## config.mk

```make
export PLATFORM = sky130hd
export DESIGN_NAME = axi4_burst_seq
export DESIGN_NICKNAME = d
export VERILOG_FILES = /design/src/rtl/axi4_burst_seq_pkg.sv /design/src/rtl/axi4_burst_seq_pattern.sv /design/src/rtl/axi4_burst_seq.sv
export SDC_FILE = /design/constraint.sdc
export NUM_CORES = 1
export LEC_CHECK = 0
export BUFFER_PORTS_ARGS = -buffer_cell sky130_fd_sc_hd__buf_4
export CAP_MARGIN = 5
export CELL_PAD_IN_SITES_DETAIL_PLACEMENT = 1
export CELL_PAD_IN_SITES_GLOBAL_PLACEMENT = 1
export CORE_AREA = 4 4 115 161
export DETAILED_ROUTE_END_ITERATION = 10
export DIE_AREA = 0 0 119 165
export PLACE_DENSITY = 0.78
export SLEW_MARGIN = 20
export SYNTH_ARGS = -nofsm -noshare
export SYNTH_HDL_FRONTEND = slang
export SYNTH_SLANG_ARGS = --single-unit
```

## constraint.sdc

```tcl
create_clock -name ACLK -period 5.32 [get_ports ACLK]
set_clock_uncertainty 0.15 [all_clocks]
set_input_delay 0.266 -clock ACLK [delete_from_list [all_inputs] [get_ports ACLK]]
set_output_delay 0.266 -clock ACLK [all_outputs]
set_load 0.01 [all_outputs]
```

## src/rtl/axi4_burst_seq_pkg.sv

```systemverilog
`default_nettype none
// ============================================================================
// Module   : axi4_burst_seq_pkg
// Purpose  : Shared types and AXI constants for the burst sequencer.
// Revision : 1.0 - initial release
// ============================================================================
package axi4_burst_seq_pkg;

    typedef enum logic [2:0] {
        S_IDLE = 3'd0,
        S_AW   = 3'd1,
        S_W    = 3'd2,
        S_B    = 3'd3,
        S_AR   = 3'd4,
        S_R    = 3'd5,
        S_FIN  = 3'd6
    } state_t;

    localparam logic [1:0] BURST_INCR = 2'b01;
    localparam logic [1:0] RESP_OKAY  = 2'b00;

    function automatic logic [2:0] axsize(input int data_w);
        return 3'($clog2(data_w / 8));
    endfunction

    // Number of low address bits covered by one full burst.
    function automatic int align_bits(input int len, input int data_w);
        return $clog2(len * data_w / 8);
    endfunction

endpackage
`default_nettype wire

```

## src/rtl/axi4_burst_seq_pattern.sv

```systemverilog
`default_nettype none
// ============================================================================
// Module   : axi4_burst_seq_pattern
// Purpose  : Beat counter and seed+k generator shared by the write and read phases.
// Revision : 1.0 - initial release
// ============================================================================
module axi4_burst_seq_pattern #(
    parameter int DATA_W = 32,
    parameter int LEN    = 8
) (
    input  logic              clk,
    input  logic              rst_n,
    input  logic              load,
    input  logic [DATA_W-1:0] load_seed,
    input  logic              advance,
    output logic [DATA_W-1:0] value,
    output logic              last
);

    localparam int              CNT_W    = (LEN > 1) ? $clog2(LEN) : 1;
    localparam logic [CNT_W-1:0] LAST_IDX = CNT_W'(LEN - 1);

    logic [DATA_W-1:0] base;
    logic [CNT_W-1:0]  idx;

    // The counter wraps after the last beat so the read phase restarts at k = 0.
    always_ff @(posedge clk or negedge rst_n) begin
        if (!rst_n) begin
            base <= '0;
            idx  <= '0;
        end else if (load) begin
            base <= load_seed;
            idx  <= '0;
        end else if (advance) begin
            idx  <= last ? '0 : idx + 1'b1;
        end
    end

    assign last  = (idx == LAST_IDX);
    assign value = base + DATA_W'(idx);

endmodule
`default_nettype wire

```

## src/rtl/axi4_burst_seq.sv

```systemverilog
`default_nettype none
// ============================================================================
// Module   : axi4_burst_seq
// Purpose  : Writes one INCR burst of seed+k, reads it back and counts errors.
//            AXI4_BURST_SEQ_LOOP_EN adds loop_stop and auto-restarting iterations.
// Revision : 1.0 - initial release
// ============================================================================
module axi4_burst_seq
    import axi4_burst_seq_pkg::*;
#(
    parameter int C_M_AXI_ADDR_WIDTH = 32,
    parameter int C_M_AXI_DATA_WIDTH = 32,
    parameter int C_M_AXI_BURST_LEN  = 8
) (
    input  logic                            ACLK,
    input  logic                            ARESETN,
    input  logic                            start,
    input  logic [C_M_AXI_ADDR_WIDTH-1:0]   base_addr,
    input  logic [C_M_AXI_DATA_WIDTH-1:0]   seed,
`ifdef AXI4_BURST_SEQ_LOOP_EN
    input  logic                            loop_stop,
`endif
    output logic                            busy,
    output logic                            done,
    output logic                            pass,
    output logic [7:0]                      err_count,
    output logic [C_M_AXI_ADDR_WIDTH-1:0]   M_AXI_AWADDR,
    output logic [7:0]                      M_AXI_AWLEN,
    output logic [2:0]                      M_AXI_AWSIZE,
    output logic [1:0]                      M_AXI_AWBURST,
    output logic                            M_AXI_AWVALID,
    input  logic                            M_AXI_AWREADY,
    output logic [C_M_AXI_DATA_WIDTH-1:0]   M_AXI_WDATA,
    output logic [C_M_AXI_DATA_WIDTH/8-1:0] M_AXI_WSTRB,
    output logic                            M_AXI_WLAST,
    output logic                            M_AXI_WVALID,
    input  logic                            M_AXI_WREADY,
    input  logic [1:0]                      M_AXI_BRESP,
    input  logic                            M_AXI_BVALID,
    output logic                            M_AXI_BREADY,
    output logic [C_M_AXI_ADDR_WIDTH-1:0]   M_AXI_ARADDR,
    output logic [7:0]                      M_AXI_ARLEN,
    output logic [2:0]                      M_AXI_ARSIZE,
    output logic [1:0]                      M_AXI_ARBURST,
    output logic                            M_AXI_ARVALID,
    input  logic                            M_AXI_ARREADY,
    input  logic [C_M_AXI_DATA_WIDTH-1:0]   M_AXI_RDATA,
    input  logic [1:0]                      M_AXI_RRESP,
    input  logic                            M_AXI_RLAST,
    input  logic                            M_AXI_RVALID,
    output logic                            M_AXI_RREADY
);

    localparam int AW  = C_M_AXI_ADDR_WIDTH;
    localparam int DW  = C_M_AXI_DATA_WIDTH;
    localparam int LEN = C_M_AXI_BURST_LEN;
    localparam int ALIGN_W = align_bits(LEN, DW);
    localparam logic [AW-1:0] ALIGN_MASK = ~((AW'(1) << ALIGN_W) - AW'(1));

    state_t            state, state_nx;
    logic [AW-1:0]     addr;
    logic              pass_q;
    logic              pat_load, pat_advance, pat_last;
    logic [DW-1:0]     pat_value, pat_seed;
    logic [1:0]        err_inc;
    logic [8:0]        err_sum;

`ifdef AXI4_BURST_SEQ_LOOP_EN
    localparam logic [AW-1:0] PAGE_MASK = AW'(12'hFFF);
    localparam logic [AW-1:0] STEP      = AW'(LEN * DW / 8);
    logic          loop_again, stop_seen, stop_now;
    logic [AW-1:0] next_addr;

    assign stop_now  = stop_seen | loop_stop;
    assign next_addr = (addr & ~PAGE_MASK) | ((addr + STEP) & PAGE_MASK);
    // In FIN the counter has wrapped, so pat_value equals the current seed.
    assign pat_seed  = loop_again ? pat_value + DW'(LEN) : seed;

    always_ff @(posedge ACLK or negedge ARESETN) begin
        if (!ARESETN)
            stop_seen <= 1'b0;
        else if (state == S_IDLE)
            stop_seen <= 1'b0;
        else if (loop_stop)
            stop_seen <= 1'b1;
    end
`else
    assign pat_seed = seed;
`endif

    axi4_burst_seq_pattern #(
        .DATA_W (DW),
        .LEN    (LEN)
    ) u_pattern (
        .clk       (ACLK),
        .rst_n     (ARESETN),
        .load      (pat_load),
        .load_seed (pat_seed),
        .advance   (pat_advance),
        .value     (pat_value),
        .last      (pat_last)
    );

    always_ff @(posedge ACLK or negedge ARESETN) begin
        if (!ARESETN)
            state <= S_IDLE;
        else
            state <= state_nx;
    end

    always_comb begin
        state_nx    = state;
        pat_load    = 1'b0;
        pat_advance = 1'b0;
`ifdef AXI4_BURST_SEQ_LOOP_EN
        loop_again  = 1'b0;
`endif
        case (state)
            S_IDLE: if (start) begin
                state_nx = S_AW;
                pat_load = 1'b1;
            end
            S_AW:   if (M_AXI_AWREADY) state_nx = S_W;
            S_W:    if (M_AXI_WREADY) begin
                pat_advance = 1'b1;
                if (pat_last) state_nx = S_B;
            end
            S_B:    if (M_AXI_BVALID) state_nx = S_AR;
            S_AR:   if (M_AXI_ARREADY) state_nx = S_R;
            S_R:    if (M_AXI_RVALID) begin
                pat_advance = 1'b1;
                if (pat_last) state_nx = S_FIN;
            end
            S_FIN: begin
                state_nx = S_IDLE;
`ifdef AXI4_BURST_SEQ_LOOP_EN
                if (!stop_now && err_count == 8'd0) begin
                    state_nx   = S_AW;
                    pat_load   = 1'b1;
                    loop_again = 1'b1;
                end
`endif
            end
            default: state_nx = S_IDLE;
        endcase
    end

    // A single read beat can carry up to three independent faults.
    always_comb begin
        err_inc = 2'd0;
        if (state == S_B && M_AXI_BVALID && M_AXI_BRESP != RESP_OKAY)
            err_inc = 2'd1;
        else if (state == S_R && M_AXI_RVALID)
            err_inc = 2'(M_AXI_RDATA != pat_value) +
                      2'(M_AXI_RRESP != RESP_OKAY) +
                      2'(M_AXI_RLAST != pat_last);
    end

    assign err_sum = {1'b0, err_count} + 9'(err_inc);

    always_ff @(posedge ACLK or negedge ARESETN) begin
        if (!ARESETN) begin
            addr      <= '0;
            err_count <= 8'd0;
            pass_q    <= 1'b0;
        end else begin
            if (state == S_IDLE && start) begin
                addr      <= base_addr & ALIGN_MASK;
                err_count <= 8'd0;
                pass_q    <= 1'b0;
`ifdef AXI4_BURST_SEQ_LOOP_EN
            end else if (loop_again) begin
                addr      <= next_addr;
                err_count <= 8'd0;
`endif
            end else if (err_inc != 2'd0) begin
                err_count <= err_sum[8] ? 8'hFF : err_sum[7:0];
            end
            if (state == S_FIN)
                pass_q <= (err_count == 8'd0);
        end
    end

    assign busy = (state != S_IDLE) && (state != S_FIN);
    assign done = (state == S_FIN);
    assign pass = (state == S_FIN) ? (err_count == 8'd0) : pass_q;

    assign M_AXI_AWADDR  = addr;
    assign M_AXI_AWLEN   = 8'(LEN - 1);
    assign M_AXI_AWSIZE  = axsize(DW);
    assign M_AXI_AWBURST = BURST_INCR;
    assign M_AXI_AWVALID = (state == S_AW);
    assign M_AXI_WDATA   = pat_value;
    assign M_AXI_WSTRB   = '1;
    assign M_AXI_WLAST   = (state == S_W) && pat_last;
    assign M_AXI_WVALID  = (state == S_W);
    assign M_AXI_BREADY  = (state == S_B);
    assign M_AXI_ARADDR  = addr;
    assign M_AXI_ARLEN   = 8'(LEN - 1);
    assign M_AXI_ARSIZE  = axsize(DW);
    assign M_AXI_ARBURST = BURST_INCR;
    assign M_AXI_ARVALID = (state == S_AR);
    assign M_AXI_RREADY  = (state == S_R);

endmodule
`default_nettype wire

```

==> results.json, run 1 <==
{
  "outcome": "finished with violations",
  "violations": "negative setup slack",
  "crit_type": "flop to flop",
  "cts_tree": "yes",
  "antenna_left": 0,
  "cp_max_fo": 6,
  "synth_top_area_cell": "dfrtp_1",
  "drt-total-wl_um": 18500,
  "min_from": "seed[17]",
  "ys.flop_type": "dfrtp_1",
  "dp_slack_ns": -0.297,
  "synth.most_common_cell": "dfrtp_1",
  "start_kind": "flop",
  "final_util": 0.460,
  "place_congestion": 0.959,
  "die-area_sq_mm": 0.0196,
  "cpMostUsedCell": "fa_2",
  "grt_usage": 0.186,
  "tns_ns": -1.12,
  "cp_slowest_stage_delay_ns": 0.57,
  "dp.cells": 988,
  "finalCritPeriodShare": 1.05,
  "route.detailed.drc": 0,
  "dr_total_vias": 4911,
  "fin_area_sq_mm": 0.00791,
  "fin_ws_ns": -0.245,
  "synth_top_family_by_area": "simple AND/OR/NAND/NOR gates",
  "synth-compound-area-share": 0.0708,
  "reg2reg_depth": 16,
  "finalSetupViolations": 7,
  "slew_violations": 0,
  "grt-ovfl-total": 0,
  "layout.nets": 922,
  "cts.sinks": 74,
  "rows": 57,
  "synthArstFlopShare": 1.00,
  "relSlewSlack": 0.411,
  "synth_cells": 531,
  "num_antenna_cells": 0,
  "power_density_mw_per_mm2": 510,
  "viasPerCell": 4.70,
  "path_clk_slew_ns": 0.06,
  "path_buf_inv": 1,
  "synth_edf_count": 0,
  "synth.top_cell.area_share": 0.354,
  "timing.rr.end": "err_count[4]",
  "finalPower_mw": 4.03,
  "fmax_mhz": 180,
  "synth_common_cells": "dfrtp_1 (74), buf_4 (68), mux2_2 (53), nand2_1 (35), xnor2_1 (33)",
  "clk_latency_ns": 0.34,
  "ys_warn_count": 0,
  "synth-xor-area-share": 0.124,
  "yosys-top-cells-area": "dfrtp_1 (35%), mux2_2 (11%), buf_4 (9.8%), xnor2_1 (5.5%), xor2_1 (4.7%)",
  "muxShareOfSynthArea": 0.124,
  "drtIter0Drc": 143,
  "max_cap_violations": 0,
  "start_util": 0.304,
  "yosys.area_share.adder": 0.0282,
  "worst_pin_slew_ns": 0.873,
  "holdPathStages": 3,
  "ys_seq_elements": 74,
  "whs_endpoint": "u_pattern.base[17]",
  "cts.htree.levels": 3,
  "dr.pass1.iters": 4,
  "syn_area_sq_mm": 0.00523,
  "numCtsBuffers": 9,
  "syn_area_per_cell_sq_um": 9.85,
  "whs_ns": 0.0112,
  "end_kind": "flop",
  "post_synth_and_or_nand_nor_area_fraction": 0.175,
  "slowest_stage": "fa_2",
  "wl_per_cell_um": 17.7,
  "arrival_ns": 5.65,
  "first_global_vias": 5333,
  "rr_startpoint": "u_pattern.base[0]",
  "drive_gt1_frac": 0.464,
  "seq_area_frac_synth": 0.354,
  "hp-class": "input port to flop",
  "pin_count": 252,
  "ir_drop_mv": 0.191,
  "die_x_um": 119,
  "fin_cells": 1044,
  "io_buffers": 206,
  "place_hpwl_um": 14400,
  "grt_pass1_wl_um": 28600,
  "grt_max_degree": 75,
  "p_leak_nw": 3.68,
  "antenna_found_initial": 1,
  "crit_chain": "ha_2 > fa_2 > xnor2_2 > o211ai_2 > or4_1 > or4_1 > or3_1 > or4_4 > fa_2 > o2bb2ai_4 > ha_4 > inv_2 > fa_2 > or4_4 > and2_1 > a311oi_1",
  "rsz0062_at_grt": "yes",
  "die_y_um": 165,
  "required_ns": 5.41,
  "ys_types": 61,
  "place_area_sq_mm": 0.00714,
  "final_hold_viol_count": 0,
  "cts_root_buf": "clkbuf_16",
  "syn_to_final_growth_pct": 51.2,
  "clk_path_buf_depth": 2,
  "coreArea_sq_mm": 0.0172,
  "crit_family": "simple AND/OR/NAND/NOR gates",
  "worst-r2r-setup-slack_ns": -0.25,
  "min_period_ns": 5.57
}
[worst reg2reg max path, stage by stage, from the launching register on]
cell       delay, ns
dfrtp_1         0.38
ha_2            0.21
fa_2            0.57
xnor2_2         0.12
o211ai_2        0.09
or4_1           0.50
or4_1           0.39
or3_1           0.39
or4_4           0.54
fa_2            0.57
o2bb2ai_4       0.14
ha_4            0.17
inv_2           0.04
fa_2            0.38
or4_4           0.47
and2_1          0.16
a311oi_1        0.19
[final cells by class]
| class | count | area [sq um] |
|---|---|---|
| Inverter | 18 | 67.6 |
| Fill cell | 1985 | 9280 |
| Clock inverter | 6 | 41.3 |
| Multi-Input combinational cell | 392 | 3020 |
| Timing Repair Buffer | 308 | 2410 |
| Tap cell | 236 | 295 |
| Sequential cell | 74 | 1850 |
| Clock buffer | 10 | 229 |
[repair_timing]
item                                    CTS  global route
resized for setup                         6            15
pin swaps                                 4             5
buffers inserted                          2             2
hold buffers                             36             0
endpoints found under the hold margin    54             0
endpoints found under the setup margin    7             8
[state kept, by name, indices dropped and copies added, names as in the netlist]
register and cells:
u_pattern.idx 3, u_pattern.base 32, pass_q 1, state 3, M_AXI_ARADDR 27, err_count 8
[cells in the final DEF (no fill, tap or decap), types with 3 or more instances in the layout]
cell and instances:
dlygate4sd3_1 36, nand3b_1 3, or4_1 3, clkbuf_16 9
and4_1 3, nand4_1 10, nand2_1 34, a21oi_1 7
conb_1 40, nand2b_1 4, buf_4 271, ha_1 5
xnor2_1 32, and3_1 7, inv_1 17, nand3_1 17
and2_1 3, or2_2 3, nor3_1 11, nor2_1 22
xnor3_1 5, mux2_2 53, nor4_1 11, xor2_1 28
dfrtp_1 74, fa_2 3, mux2i_1 5, clkinvlp_4 3
o21ai_0 18, o22ai_1 3, nor3_2 4
[worst max-delay path by stage]
stage | cells after the start | startpoint | end | slack (ns)
final | 16 | u_pattern.base[0] | err_count[4] | -0.25
after global routing | 16 | u_pattern.base[0] | err_count[4] | -0.41
after floorplan | 16 | u_pattern.idx[0] | err_count[4] | -0.08
after detailed placement | 16 | u_pattern.idx[0] | err_count[4] | -0.30
after CTS | 16 | u_pattern.idx[0] | err_count[4] | -0.25
after global placement | 16 | u_pattern.base[0] | err_count[4] | -0.18
[kinds of logic after synthesis]
kind of cell | count (synthesis)
adder cells (fa/ha/maj) | 10
flip-flops | 74
other | 2
AO/OA/AOI/OAI | 55
AND/OR/NAND/NOR | 163
multiplexers | 58
XOR/XNOR | 66
buffers and inverters | 103
[where the power goes]
group	internal [mW]	switching [mW]
Sequential	0.823	0.260
Combinational	1.26	1.12
Clock	0.316	0.256
Total	2.40	1.63
[per-layer routing]
layer	share of wire	up-vias	wire length (um)	GRT usage
li1	-	2309	-	-
met1	0.35	2390	6550	0.192
met2	0.56	176	10300	0.361
met3	0.056	34	1040	0.0370
met4	0.033	2	613	0.0780
met5	0.0011	-	20	0
Note: power is estimated with default switching activity, not from simulation.
==> run 2: changes to the inputs <==
- CAP_MARGIN: 5 -> 10
- TNS_END_PERCENT: unset -> 10
==> run 2 against run 1 <==
  * Utilization shrank 2.2 points
  * Critical endpoint unchanged
  * Largest power group unchanged
  * Sequential cell count did not move
  * Highest routed layer unchanged
  * Register-to-register slack lost 0.02 ns
  * First-iteration DRC count fell by 25%
  * Largest cell class unchanged
  * Sequential share of layout area increased by 1.2 points
  * The run still ends with negative setup slack left
  * Final cell count decreased by 3.8%
  * Fmax down 0.28%
  * Global-route usage decreased by 0.66 points
==> results.json, run 2 (synthesized netlist as in run 1, its figures left out) <==
{
  "die_x_um": 119,
  "io_buffers": 206,
  "pin_count": 252,
  "crit_chain": "ha_2 > fa_2 > xnor2_1 > o211ai_2 > or4_1 > or4_1 > or3_4 > or4_4 > fa_1 > o2bb2ai_2 > ha_2 > inv_2 > fa_2 > or4_4 > and2_1 > a311oi_1",
  "fill_cells": 2014,
  "finalSetupViolations": 7,
  "route.detailed.drc": 0,
  "coreArea_sq_mm": 0.0172,
  "dr_total_vias": 4688,
  "final_hold_viol_count": 0,
  "drt-total-wl_um": 18100,
  "crit_family": "simple AND/OR/NAND/NOR gates",
  "postCtsSetupRepairBufs": 0,
  "slowest_stage": "fa_2",
  "place_congestion": 0.922,
  "holdPathStages": 3,
  "register_area_sq_mm": 0.00185,
  "worst-r2r-setup-slack_ns": -0.26,
  "viasPerCell": 4.67,
  "largest_reg_flops": 32,
  "end_kind": "flop",
  "p_leak_nw": 3.52,
  "grt-ovfl-total": 0,
  "fin_ws_ns": -0.261,
  "antenna_found_initial": 1,
  "drtIter0Drc": 107,
  "timing.rr.end": "err_count[4]",
  "cts.htree.levels": 3,
  "layout.nets": 882,
  "min_from": "seed[17]",
  "whs_endpoint": "u_pattern.base[17]",
  "required_ns": 5.40,
  "path_clk_slew_ns": 0.07,
  "cts_root_buf": "clkbuf_16",
  "arrival_ns": 5.66,
  "grt_pass1_wl_um": 27600,
  "numCtsBuffers": 9,
  "violations": "negative setup slack",
  "crit_type": "flop to flop",
  "rsz0062_at_grt": "yes",
  "final_common_cell": "buf_4",
  "antenna_left": 0,
  "finalCritPeriodShare": 1.05,
  "rows": 57,
  "start_util": 0.304,
  "relSlewSlack": 0.339,
  "slew_violations": 0,
  "drive_gt1_frac": 0.470,
  "clk_latency_ns": 0.33,
  "ir_drop_mv": 0.208,
  "grt_max_degree": 78,
  "worst_pin_slew_ns": 0.991,
  "final_util": 0.438,
  "first_global_vias": 5170,
  "cts.sinks": 74,
  "die-area_sq_mm": 0.0196,
  "wl_per_cell_um": 18.0,
  "clk_path_buf_depth": 2,
  "die_y_um": 165,
  "reg2reg_depth": 16,
  "dr.pass1.iters": 4,
  "syn_to_final_growth_pct": 44.0,
  "min_period_ns": 5.58,
  "place_hpwl_um": 14400,
  "top_register": "u_pattern.base",
  "fmax_mhz": 179,
  "path_buf_inv": 1,
  "start_kind": "flop",
  "cts_tree": "yes",
  "num_antenna_cells": 0,
  "final_cell_mix": "buf_4 (261), dfrtp_1 (74), mux2_2 (53)",
  "finalPower_mw": 4.07,
  "outcome": "finished with violations",
  "power_density_mw_per_mm2": 540,
  "cp_max_fo": 6,
  "multi_input_area_sq_mm": 0.00296,
  "grt_usage": 0.179,
  "rr_startpoint": "u_pattern.base[0]",
  "cp_slowest_stage_delay_ns": 0.55,
  "max_cap_violations": 0,
  "hp-class": "input port to flop"
}
[run 2: worst max-delay path by stage]
stage / from / endpoint / cells past startpoint
6_report: u_pattern.base[0] / err_count[4] / 16
5_1_grt: u_pattern.base[0] / err_count[4] / 16
4_1_cts: u_pattern.base[0] / err_count[4] / 16
3_5_place_dp: u_pattern.base[0] / err_count[6] / 18
3_3_place_gp: u_pattern.base[0] / err_count[6] / 18
2_1_floorplan: u_pattern.idx[0] / err_count[4] / 16
[run 2: timing repair]
item,4_1_cts,5_1_grt
endpoints found under the hold margin,20,0
pin swaps,4,0
gates resized for setup,4,8
hold buffers,6,0
endpoints found under the setup margin,7,8
[run 2: metal layers]
metal,share of wire,track usage
met1,0.36,0.187
met2,0.55,0.345
met3,0.059,0.0360
met4,0.033,0.0764
met5,0.0011,0
[run 2: tightest hold or removal path: cells and delay by family]
family	cells	cell delay, ns
AND/OR/NAND/NOR	1	0.05
AO/OA/AOI/OAI	1	0.06
buffers and inverters	1	0.08
[run 2: power breakdown]
| part | switching [mW] | internal, mW |
|---|---|---|
| registers | 0.279 | 0.823 |
| clock network | 0.262 | 0.415 |
| logic | 1.08 | 1.21 |
[run 2: stage by stage]
step	instances	setup slack (ns)	cell area (sq um)	TNS, ns	hold slack (ns)
finish	1004	-0.261	7530	-1.08	0.0112
global route	1004	-0.463	7530	-2.89	0.000670
CTS	1004	-0.245	7490	-0.928	0.0000512
detailed placement	982	-0.268	7090	-1.09	0.330
global placement	982	-0.176	7090	-0.525	0.322
floorplan	569	-0.0802	5400	-0.135	-0.180
[run 2: cell type report]
class	count	area share
Clock inverter	7	0.0133
Sequential cell	74	0.246
Tap cell	236	0.0392
Timing Repair Buffer	268	0.270
Inverter	18	0.00897
Multi-Input combinational cell	392	0.393
Clock buffer	9	0.0299
